===== src/rtl/delay_table_gen.sv =====
// delay_table_gen: streams one quantised delay index per microphone for a
// single focus pixel. Each channel's squared distance to the pixel is compared
// against a monotone threshold table inside a 3-stage pipeline. The whole
// pipeline freezes while the output is stalled.
// Optional feature: define DELAY_GEN_THR_WR_EN to add a runtime threshold
// write port (thr_we/thr_addr/thr_data). Without it the thresholds are constants.
module delay_table_gen #(
    parameter int N_ROW      = 4,
    parameter int N_COL      = 4,
    parameter int PITCH      = 80,
    parameter int PX_W       = 7,
    parameter int PY_W       = 6,
    parameter int N_THR      = 32,
    parameter int DELTA_BASE = 147,
    parameter int R2_W       = 19,
    localparam int NCH  = N_ROW * N_COL,
    localparam int CH_W = (NCH > 1) ? $clog2(NCH) : 1
) (
    input  logic                       i_clk,
    input  logic                       i_rst,
`ifdef DELAY_GEN_THR_WR_EN
    input  logic                       thr_we,
    input  logic [$clog2(N_THR)-1:0]   thr_addr,
    input  logic [R2_W-1:0]            thr_data,
`endif
    input  logic                       in_valid,
    output logic                       in_ready,
    input  logic signed [PX_W-1:0]     p_x,
    input  logic signed [PY_W-1:0]     p_y,
    output logic                       out_valid,
    input  logic                       out_ready,
    output logic [CH_W-1:0]            out_ch,
    output logic [7:0]                 out_delta,
    output logic                       out_last
);
    localparam int STAGES = 3;
    localparam int MAXN   = (N_ROW > N_COL) ? N_ROW : N_COL;
    localparam int MAXOFF = (MAXN - 1) * PITCH / 2;
    localparam int OFF_W  = $clog2(MAXOFF + 1) + 1;
    localparam int IN_W   = (PX_W > PY_W) ? PX_W : PY_W;
    // one guard bit over the widest operand keeps p + offset wrap-free
    localparam int CW     = ((IN_W > OFF_W) ? IN_W : OFF_W) + 1;
    localparam int SQ_W   = 2 * CW;
    localparam int SUM_W  = SQ_W + 1;
    localparam int CNT_W  = $clog2(N_THR + 1);
    localparam int RW_W   = (N_ROW > 1) ? $clog2(N_ROW) : 1;
    localparam int CL_W   = (N_COL > 1) ? $clog2(N_COL) : 1;
    localparam logic [R2_W-1:0] R2_MAX = '1;

    // default bin radii; squared to form the reset threshold table
    localparam int R_TAB [32] = '{ 62, 112, 146, 173, 197, 219, 239, 257,
                                  274, 290, 306, 321, 335, 349, 362, 375,
                                  388, 400, 412, 424, 436, 447, 458, 469,
                                  479, 490, 500, 510, 520, 530, 540, 550};

    function automatic logic [R2_W-1:0] thr_default(input int k);
        if (k < 32) return R2_W'(R_TAB[5'(k)] * R_TAB[5'(k)]);
        return '1;
    endfunction

    // centred element offset: (n-1-2*i)*PITCH/2, exact because PITCH is even
    function automatic logic signed [OFF_W-1:0] ax_off(input int n, input int i);
        return OFF_W'((n - 1 - 2 * i) * PITCH / 2);
    endfunction

    typedef enum logic {IDLE, BUSY} state_t;

    state_t                   state;
    logic signed [PX_W-1:0]   px_q;
    logic signed [PY_W-1:0]   py_q;
    logic [CH_W-1:0]          ch_cnt;
    logic [RW_W-1:0]          row_cnt;
    logic [CL_W-1:0]          col_cnt;
    logic                     issued_all;
    logic                     issue, advance;
    logic [STAGES:1]          vld_pipe;
    logic signed [CW-1:0]     xs, ys;
    logic signed [SQ_W-1:0]   xe, ye;
    logic [SQ_W-1:0]          s1_xx, s1_yy;
    logic [CH_W-1:0]          s1_ch, s2_ch;
    logic [SUM_W-1:0]         sum;
    logic [R2_W-1:0]          s2_r2;
    logic [CNT_W-1:0]         gt_cnt;
    logic [R2_W-1:0]          thr [N_THR];

    assign out_valid = vld_pipe[STAGES];
    assign advance   = !(out_valid && !out_ready);
    assign issue     = (state == BUSY) && !issued_all;

`ifdef DELAY_GEN_THR_WR_EN
    // threshold table: writable only while idle so it is constant within a pixel
    always_ff @(posedge i_clk or posedge i_rst) begin
        if (i_rst) begin
            for (int k = 0; k < N_THR; k++) thr[k] <= thr_default(k);
        end else if (thr_we && state == IDLE && int'(thr_addr) < N_THR) begin
            thr[thr_addr] <= thr_data;
        end
    end
`else
    for (genvar k = 0; k < N_THR; k++) begin : g_thr
        assign thr[k] = thr_default(k);
    end
`endif

    // request FSM: latch the pixel, walk channels in row-major order, and
    // release once the final channel has landed in the output register
    always_ff @(posedge i_clk or posedge i_rst) begin
        if (i_rst) begin
            state      <= IDLE;
            in_ready   <= 1'b1;
            px_q       <= '0;
            py_q       <= '0;
            ch_cnt     <= '0;
            row_cnt    <= '0;
            col_cnt    <= '0;
            issued_all <= 1'b0;
        end else begin
            case (state)
                IDLE: if (in_valid) begin
                    px_q       <= p_x;
                    py_q       <= p_y;
                    ch_cnt     <= '0;
                    row_cnt    <= '0;
                    col_cnt    <= '0;
                    issued_all <= 1'b0;
                    state      <= BUSY;
                    in_ready   <= 1'b0;
                end
                BUSY: begin
                    if (advance && !issued_all) begin
                        if (ch_cnt == CH_W'(NCH - 1)) begin
                            issued_all <= 1'b1;
                        end else begin
                            ch_cnt <= ch_cnt + 1'b1;
                            if (col_cnt == CL_W'(N_COL - 1)) begin
                                col_cnt <= '0;
                                row_cnt <= row_cnt + 1'b1;
                            end else begin
                                col_cnt <= col_cnt + 1'b1;
                            end
                        end
                    end
                    if (advance && vld_pipe[2] && s2_ch == CH_W'(NCH - 1)) begin
                        state    <= IDLE;
                        in_ready <= 1'b1;
                    end
                end
                default: state <= IDLE;
            endcase
        end
    end

    // S1 operands: sign-extended coordinate plus element offset, then squared
    always_comb begin
        xs = CW'(px_q) + CW'(ax_off(N_COL, int'(col_cnt)));
        ys = CW'(py_q) + CW'(ax_off(N_ROW, int'(row_cnt)));
        xe = SQ_W'(xs);
        ye = SQ_W'(ys);
        sum = SUM_W'(s1_xx) + SUM_W'(s1_yy);
    end

    // S3 bin count: number of thresholds strictly below r2
    always_comb begin
        gt_cnt = '0;
        for (int k = 0; k < N_THR; k++)
            if (s2_r2 > thr[k]) gt_cnt = gt_cnt + 1'b1;
    end

    // 3-stage datapath; every stage holds while the output beat is stalled
    always_ff @(posedge i_clk or posedge i_rst) begin
        if (i_rst) begin
            vld_pipe  <= '0;
            s1_xx     <= '0;
            s1_yy     <= '0;
            s1_ch     <= '0;
            s2_r2     <= '0;
            s2_ch     <= '0;
            out_ch    <= '0;
            out_delta <= '0;
            out_last  <= 1'b0;
        end else if (advance) begin
            vld_pipe <= {vld_pipe[STAGES-1:1], issue};
            s1_xx    <= xe * xe;
            s1_yy    <= ye * ye;
            s1_ch    <= ch_cnt;
            s2_r2    <= (sum > SUM_W'(R2_MAX)) ? R2_MAX : R2_W'(sum);
            s2_ch    <= s1_ch;
            if (vld_pipe[2]) begin
                out_ch    <= s2_ch;
                out_delta <= 8'(DELTA_BASE + int'(gt_cnt));
                out_last  <= (s2_ch == CH_W'(NCH - 1));
            end
        end
    end
endmodule


===== config.mk =====
export PLATFORM = sky130hd
export DESIGN_NAME = delay_table_gen
export DESIGN_NICKNAME = d
export VERILOG_FILES = /design/src/rtl/delay_table_gen.sv
export SDC_FILE = /design/constraint.sdc
export NUM_CORES = 1
export LEC_CHECK = 0
export CORE_MARGIN = 2
export CORE_UTILIZATION = 66
export CTS_CLUSTER_DIAMETER = 200
export DETAILED_ROUTE_END_ITERATION = 10
export PLACE_DENSITY = 0.84
export RECOVER_POWER = 50
export SKIP_CTS_REPAIR_TIMING = 1
export SLEW_MARGIN = 20
export SYNTH_ARGS = -nofsm -noshare
export SYNTH_HDL_FRONTEND = slang
export SYNTH_SLANG_ARGS = --single-unit

===== constraint.sdc =====
create_clock -name i_clk -period 34.6 [get_ports i_clk]
set_input_delay 6.92 -clock i_clk [delete_from_list [all_inputs] [get_ports i_clk]]
set_output_delay 6.92 -clock i_clk [all_outputs]
set_load 0.01 [all_outputs]

==> flow_summary.toml, run 1 <==
[outcome]
status = "complete, but fails checks"
violations = "capacitance limit, slew limit"

[timing]
tightest_slew_ns = 2.56
drv_slew = 186
fin_setup_tns_ns = 0
rsz0062_at_grt = "no"
setup_viol = 0
fmax_mhz = 72.8
period_needed_ns = 13.74
final.period_utilization_pct = 39.7
fin_skew_ns = 0.0142
relSlewSlack_pct = -70.6
hold_viol_final = 0

[logic_synthesis]
synth-seq-cells = 101
synth-xor-area-share_pct = 8.66
synth_compound_area_share_pct = 14.2
yosys.area_share.simple_pct = 18.6
synth_edf_count = 0
synth_cells = 1512
async_reset_ff_share_pct = 100
synthAdderAreaFrac_pct = 30.3
ys_seq_area_share_pct = 19.2
synth_cell_types = 92
syn_nets = 1775
synthFlopType = "dfrtp_1"
postSynthAreaPerCell_um2 = 8.71
synth_top_family_by_area = "adder cells"
syn_area_um2 = 13200
synthMuxAreaShare_pct = 1.71
yosysWarnings = 0

[cts]
cts_buffer_depth = 2
root_buffer = "clkbuf_16"
cts_sinks = 101
clk_pin_slew_ns = 0.07
clk_latency_ns = 0.36
cts_max_level = 3
cts_tree = "done"
cts-buffers-inserted = 9

[floorplanning]
die_area_um2 = 21100
die_h_um = 145
die_w_um = 145
top_level_ports = 32
core_um2 = 19500
row_count = 51
start_util_pct = 67.5

[setup_path]
path_class = "reg -> reg"
reg2reg_to = "out_delta[5]"
cp.required_ns = 34.82
cp.depth = 62
r2r_start = "s2_r2[1]"
cp-end-kind = "flop"
startpoint = "s2_r2[1]"
cp_slowest_cell = "a221oi_1"
crit_path_max_fanout = 9
critPathTopFamily = "adder cells"
start_kind = "flop"
path_buf_inv = 6
worst_r2r_path_depth = 62
ff2ff_setup_slack_ns = 20.86
cp.arrival_ns = 13.95
endpoint = "out_delta[5]"
max_stage_delay_ns = 0.67
crit_top_cell = "ha_1"

[flow_run]
drv_cap = 3

[grt]
track_usage_pct = 29.7
grt_pass1_wl_um = 51500
grt_overflow = 0
first_global_vias = 10700
grt_max_degree = 67
antenna_found_initial = 0

[cells_and_area]
drive_gt1_share_pct = 4.43
fin_nets = 1769
diodes = 0
syn2layout_area_growth_pct = 6.00
nFillCells = 1491

[placement]
dp_hpwl_um = 23900
port_buffers = 31
routabilityCongestion = 0.982

[detailed_routing]
routedWlPerCell_um = 16.8
wl_um = 29800
ant_nets = 0
drc = 0
vias = 10500
drtPass1Iterations = 5
drt_iter0_drc = 714
vias_per_cell = 5.90

[min_path]
hp-class = "reg -> reg"
cell type report:
cell class              instances  area [um^2]  share of cell area (%)
repair buffers                 41          378                    2.71
inverters                     197          741                    5.31
clock inverters                 5         43.8                   0.314
flip-flops and latches        101         2530                    18.1
well taps                     265          332                    2.37
multi-input cells            1156         9700                    69.5
clock buffers                  11          243                    1.74
synth_stat cells (5+ instances only):
cell / number / area, um^2
a211oi_1: 5 / 37.5
a21o_1: 17 / 128
o22ai_1: 7 / 43.8
buf_2: 7 / 35.0
mux2_2: 9 / 101
nor4_1: 13 / 81.3
nor2_1: 85 / 319
xor2_1: 22 / 193
nor3b_1: 5 / 37.5
mux2i_1: 11 / 110
clkbuf_1: 47 / 176
o21a_1: 20 / 150
nand2b_1: 22 / 138
fa_1: 120 / 2400
and2_1: 39 / 244
nand4_1: 15 / 93.8
xnor2_1: 75 / 657
o211ai_1: 6 / 45.0
o31ai_1: 17 / 128
nor2b_1: 19 / 119
o21bai_1: 17 / 128
o21ai_0: 49 / 245
xor3_1: 5 / 119
a21oi_1: 77 / 385
nand3_1: 22 / 110
nor3_1: 35 / 175
dfrtp_1: 100 / 2500
and3_1: 6 / 37.5
ha_1: 126 / 1580
inv_1: 195 / 732
nand2_1: 192 / 721
nand3b_1: 7 / 52.6
o21ai_1: 6 / 30.0
or2_2: 5 / 31.3
routing by layer:
layer	GRT usage, %	share of wire [%]
met1	38.6	43
met2	51.3	50
met3	2.67	3.8
met4	12.2	3.7
met5	0	0
registers in the layout, indices dropped and copies added, names as in the netlist:
name and count:
ch_cnt 4, px_q 7, row_cnt 2, col_cnt 2, s1_ch 4, py_q 6, out_last 1, vld_pipe 3
out_ch 4, in_ready 1, issued_all 1, out_delta 8, s1_xx 17, state 1, s1_yy 17, s2_ch 4
s2_r2 19
per-stage QoR:
stage / hold slack [ns] / std cells / util, % / worst slack (ns) / instance area [um^2]
finish: 0.473 / 1776 / 71.5 / 20.86 / 14000
global route: 0.515 / 1776 / 71.5 / 19.80 / 14000
CTS: 0.473 / 1776 / 71.5 / 20.99 / 14000
detailed placement: 0.456 / 1760 / 70.0 / 21.02 / 13700
global placement: 0.450 / 1760 / 70.0 / 21.49 / 13700
floorplan: 0.439 / 1512 / - / 22.50 / 13200
worst register-to-register path: cells and delay by family (launching register included):
family,cells,cell delay [ns]
buffers and inverters,6,0.46
XOR/XNOR,5,1.17
multiplexers,4,0.79
flip-flops,1,0.47
AND/OR/NAND/NOR,13,2.07
adder cells (fa/ha/maj),15,4.64
AO/OA/AOI/OAI,19,3.98
worst min path at each step:
stage,slack [ns],to,cells past startpoint,from
2_1_floorplan,0.44,s1_ch[0],2,s1_ch[0]
3_3_place_gp,0.45,s1_ch[0],2,s1_ch[0]
3_5_place_dp,0.46,s1_ch[1],2,s1_ch[1]
4_1_cts,0.47,s1_ch[1],2,s1_ch[1]
5_1_grt,0.51,issued_all,1,issued_all
6_report,0.47,s1_ch[1],2,s1_ch[1]
kinds of logic after synthesis:
group,Yosys count
muxes,21
AOI/OAI and AO/OA,279
DFF,101
adders and majority gates,247
buffers and inverters,255
and+or+nand+nor,498
xor gates and xnor gates,111
cell usage in the layout (no fill, tap or decap), types with 15 or more instances in the layout:
master and count:
inv_1 194, nand2_1 192, ha_1 126, fa_1 120
dfrtp_1 100, nor2_1 85, a21oi_1 77, xnor2_1 75
o21ai_0 49, and2_1 39, nor3_1 35, xor2_1 22
nand3_1 22, clkdlybuf4s50_1 22, nand2b_1 21, o21a_1 20
nor2b_1 17, o31ai_1 17, a21o_1 17, o21bai_1 17
nand4_1 15
Power of run 1 is not shown: default switching activity piles up to over one toggle a cycle in this logic, so the estimate is an artifact.
==> inputs of run 2 (changes only) <==
- CORE_UTILIZATION: 66 -> 65
- PLACE_DENSITY: 0.84 -> 0.83
- clock period: 34.6 -> 13.01 ns (I/O delays scaled with it)
==> run 2 against run 1 <==
Compared with the run above:
- the run still ends with capacitance limit, slew limit left
- utilization up 0.16 points
- non-clock buffer count up 27
- global-route usage about the same
- critical path depth up 1
- routed wire length up 4.4%
- worst setup slack worse by 20 ns
- die area up 1.5%
- final area up 2.8%
- largest cell class unchanged
- clock-buffer cell count down 1
- sequential cell count unchanged
==> flow_summary.toml, run 2 (synthesis results as in run 1) <==
[floorplanning]
row_count = 52
die_w_um = 146
core_um2 = 20000
top_level_ports = 32
start_util_pct = 65.7
die_h_um = 146
die_area_um2 = 21400

[cells_and_area]
fin_nets = 1796
diodes = 0
final_cells = 1808
reg_top3 = "s2_r2 x19, s1_xx x17, s1_yy x17"
largest_register_ffs = 19
syn2layout_area_growth_pct = 9.02
layout_common_cells = "194 x inv_1, 192 x nand2_1, 123 x ha_1"
final_common_cell = "inv_1"
drive_gt1_share_pct = 7.67
nFillCells = 1546
largest-register = "s2_r2"

[setup_path]
cp.arrival_ns = 12.63
max_stage_delay_ns = 0.46
cp-end-kind = "flop"
crit_path_max_fanout = 5
crit_top_cell = "ha_1"
cp.required_ns = 13.23
start_kind = "flop"
path_class = "reg -> reg"
cp_slowest_cell = "dfrtp_2"
path_buf_inv = 6
critPathTopFamily = "adder cells"

[grt]
grt_max_degree = 81
grt_pass1_wl_um = 51700
first_global_vias = 10700
track_usage_pct = 29.7
antenna_found_initial = 0
grt_overflow = 0

[detailed_routing]
vias = 10700
routedWlPerCell_um = 17.2
drc = 0
vias_per_cell = 5.91
drtPass1Iterations = 5
ant_nets = 0
wl_um = 31100
drt_iter0_drc = 803

[timing]
drv_slew = 235
timing.hold.ws_ns = 0.473
hold_viol_final = 0
fin_skew_ns = 0.0218
setup_viol = 0
period_needed_ns = 12.41
final.period_utilization_pct = 95.4
fmax_mhz = 80.6
tightest_slew_ns = 4.19
relSlewSlack_pct = -179

[cts]
clk_pin_slew_ns = 0.08
cts_sinks = 101
cts-buffers-inserted = 9
clk_latency_ns = 0.36
cts_buffer_depth = 2
cts_max_level = 3
cts_tree = "done"
root_buffer = "clkbuf_16"

[placement]
routabilityCongestion = 0.987
dp.cells = 1777
dp_hpwl_um = 24000
port_buffers = 31

[flow_run]
drv_cap = 4

[outcome]
status = "complete, but fails checks"
violations = "capacitance limit, slew limit"

[min_path]
hp-class = "reg -> reg"
## run 2: through the flow
| stage | utilization [%] | setup slack [ns] | cell area, um^2 | TNS [ns] |
|---|---|---|---|---|
| 6_report | 71.7 | 0.602 | 14400 | 0 |
| 3_3_place_gp | 68.7 | 0.619 | 13800 | 0 |
| 2_1_floorplan | - | 0.914 | 13200 | 0 |
| 3_5_place_dp | 68.7 | -0.0938 | 13800 | -0.0938 |
| 5_1_grt | 71.7 | -0.0787 | 14400 | -0.107 |
| 4_1_cts | 70.2 | -0.0620 | 14100 | -0.0620 |
## run 2: final timing paths
check / from / endpoint / slack, ns / cells after the start
setup reg to reg: s2_r2[2] / out_delta[5] / 0.60 / 63
hold reg to reg: s1_ch[0] / s1_ch[0] / 0.47 / 2
max in group asynchronous: i_rst / s2_r2[1] / 5.26 / 3
min in group asynchronous: i_rst / out_delta[7] / 2.92 / 2
setup / recovery: s2_r2[2] / out_delta[5] / 0.60 / 63
hold / removal: s1_ch[0] / s1_ch[0] / 0.47 / 2
## run 2: final cells by class
type	count	area (um^2)	share of cell area [%]
flip-flops and latches	101	2540	17.7
repair buffers	68	589	4.10
clock buffers	10	229	1.59
well taps	270	338	2.35
multi-input cells	1156	9860	68.7
clock inverters	6	68.8	0.479
inverters	197	741	5.16
## run 2: per-layer routing
metal / global-route usage, % / share of wire (%)
met1: 39.1 / 42
met2: 49.9 / 49
met3: 3.25 / 5.4
met4: 13.4 / 3.7
met5: 0 / 0
## run 2: worst reg2reg max path: cells and delay by family (launching register included)
kind / cells / cell delay [ns]
muxes: 4 / 0.74
DFF: 1 / 0.46
AOI/OAI and AO/OA: 20 / 3.22
buffers and inverters: 6 / 0.50
and+or+nand+nor: 12 / 1.70
xor gates and xnor gates: 6 / 1.20
adders and majority gates: 15 / 4.50
Power of run 2 is left out for the same reason.
==> inputs of run 3 (changes only) <==
- CORE_UTILIZATION: 65 -> 66
- CTS_BUF_LIST: not set -> sky130_fd_sc_hd__clkbuf_4
- CTS_CLUSTER_DIAMETER: 200 -> not set
- PLACE_DENSITY: 0.83 -> 0.84
- clock period: 13.01 -> 16.1 ns (I/O delays scaled with it)
==> run 3 against run 2 <==
Compared with the run above:
- the run still ends with capacitance limit, slew limit left
- sequential share of layout area up 0.67 points
- sequential cell count unchanged
- worst setup slack better by 1.7 ns
- fmax down 10%
- die area down 1.5%
- non-clock buffer count down 26
- global-route usage down 0.17 points
- critical endpoint unchanged
==> flow_summary.toml, run 3 (synthesis results as in run 1) <==
[setup_path]
reg2reg_to = "out_delta[5]"
start_kind = "flop"
ff2ff_setup_slack_ns = 2.30
path_class = "reg -> reg"
cp-end-kind = "flop"
cp.arrival_ns = 14.23
r2r_start = "s2_r2[3]"
worst_r2r_path_depth = 62
crit_top_cell = "ha_1"
crit_path_max_fanout = 11
cp.required_ns = 16.53
cp_slowest_cell = "nor4_1"
max_stage_delay_ns = 0.64

[cts]
root_buffer = "clkbuf_4"
cts-buffers-inserted = 9
cts_sinks = 101
cts_buffer_depth = 2
clk_pin_slew_ns = 0.18
clk_latency_ns = 0.51
cts_tree = "done"
cts_max_level = 3

[floorplanning]
start_util_pct = 67.5
die_area_um2 = 21100
core_um2 = 19500
die_h_um = 145
top_level_ports = 32
die_w_um = 145
row_count = 51

[cells_and_area]
reg_top3 = "s2_r2 x19, s1_xx x17, s1_yy x17"
largest_register_ffs = 19
final_util_pct = 70.7
final_common_cell = "inv_1"
syn2layout_area_growth_pct = 4.75
layout_common_cells = "194 x inv_1, 192 x nand2_1, 126 x ha_1"
largest-register = "s2_r2"
drive_gt1_share_pct = 4.30
final_cells = 1778
final_cell_area_um2 = 13800
fin_nets = 1770

[placement]
dp_hpwl_um = 23800
dp.cells = 1761
dpl_cell_area_um2 = 13700
port_buffers = 31
routabilityCongestion = 0.959

[timing]
drv_slew = 258
rsz0062_at_grt = "no"
fin_setup_tns_ns = 0
setup_viol = 0
hold_viol_final = 0
fin_skew_ns = 0.0273
fmax_mhz = 72.5
tightest_slew_ns = 2.77
relSlewSlack_pct = -84.9
period_needed_ns = 13.80
final.period_utilization_pct = 85.7

[grt]
track_usage_pct = 29.5
first_global_vias = 10700
grt_overflow = 0
antenna_found_initial = 1
grt_max_degree = 67
grt_pass1_wl_um = 51500

[min_path]
holdPathEnd = "s1_ch[0]"
worstHoldStart = "s1_ch[0]"
hp-class = "reg -> reg"
hold_depth = 2

[detailed_routing]
routedWlPerCell_um = 16.6
drc = 0
drt_iter0_drc = 737
wl_um = 29600
vias = 10500
ant_nets = 0
drtPass1Iterations = 5
vias_per_cell = 5.88

[flow_run]
drv_cap = 5

[outcome]
violations = "capacitance limit, slew limit"
status = "complete, but fails checks"
run 3: cell count changes in the layout (fill, tap and decap cells not counted), moves of 6 or more:
cell             delta
dfrtp_1             +6
dfrtp_2             -6
clkbuf_16           -9
clkbuf_4            +9
buf_4              -25
clkdlybuf4s50_1    +15
dlygate4sd3_1      -15
run 3: critical path: cells and delay by family (launching register included):
kind / cells / cell delay (ns)
and+or+nand+nor: 13 / 2.16
xor gates and xnor gates: 5 / 1.16
adders and majority gates: 15 / 4.65
DFF: 1 / 0.52
buffers and inverters: 6 / 0.46
AOI/OAI and AO/OA: 19 / 4.02
muxes: 4 / 0.77
run 3: final cells by class:
cell class,instances,area (um^2)
Sequential cell,101,2530
Clock buffer,9,67.6
Fill cell,1578,5730
Multi-Input combinational cell,1156,9690
Antenna cell,1,2.50
Clock inverter,7,57.6
Tap cell,265,332
Timing Repair Buffer,42,382
Inverter,197,741
run 3: worst max-delay path by stage:
stage | start | to | slack, ns | depth (start not counted)
2_1_floorplan | s2_r2[7] | out_delta[5] | 4.00 | 64
3_3_place_gp | s2_r2[0] | out_delta[5] | 3.01 | 62
3_5_place_dp | s2_r2[1] | out_delta[5] | 2.40 | 62
4_1_cts | s2_r2[1] | out_delta[5] | 2.41 | 62
5_1_grt | s2_r2[1] | out_delta[5] | 1.28 | 62
6_report | s2_r2[3] | out_delta[5] | 2.30 | 62
run 3: per-stage QoR:
step	hold WS, ns	worst slack, ns
after floorplan	0.439	4.00
after global routing	0.516	1.28
after CTS	0.493	2.41
after detailed placement	0.457	2.40
final	0.490	2.30
after global placement	0.450	3.01
run 3: metal layers:
layer	track usage [%]	wire length, um
met1	39.7	13100
met2	49.9	14500
met3	3.21	1100
met4	10.6	922
met5	0	0
Power of run 3 is left out for the same reason.
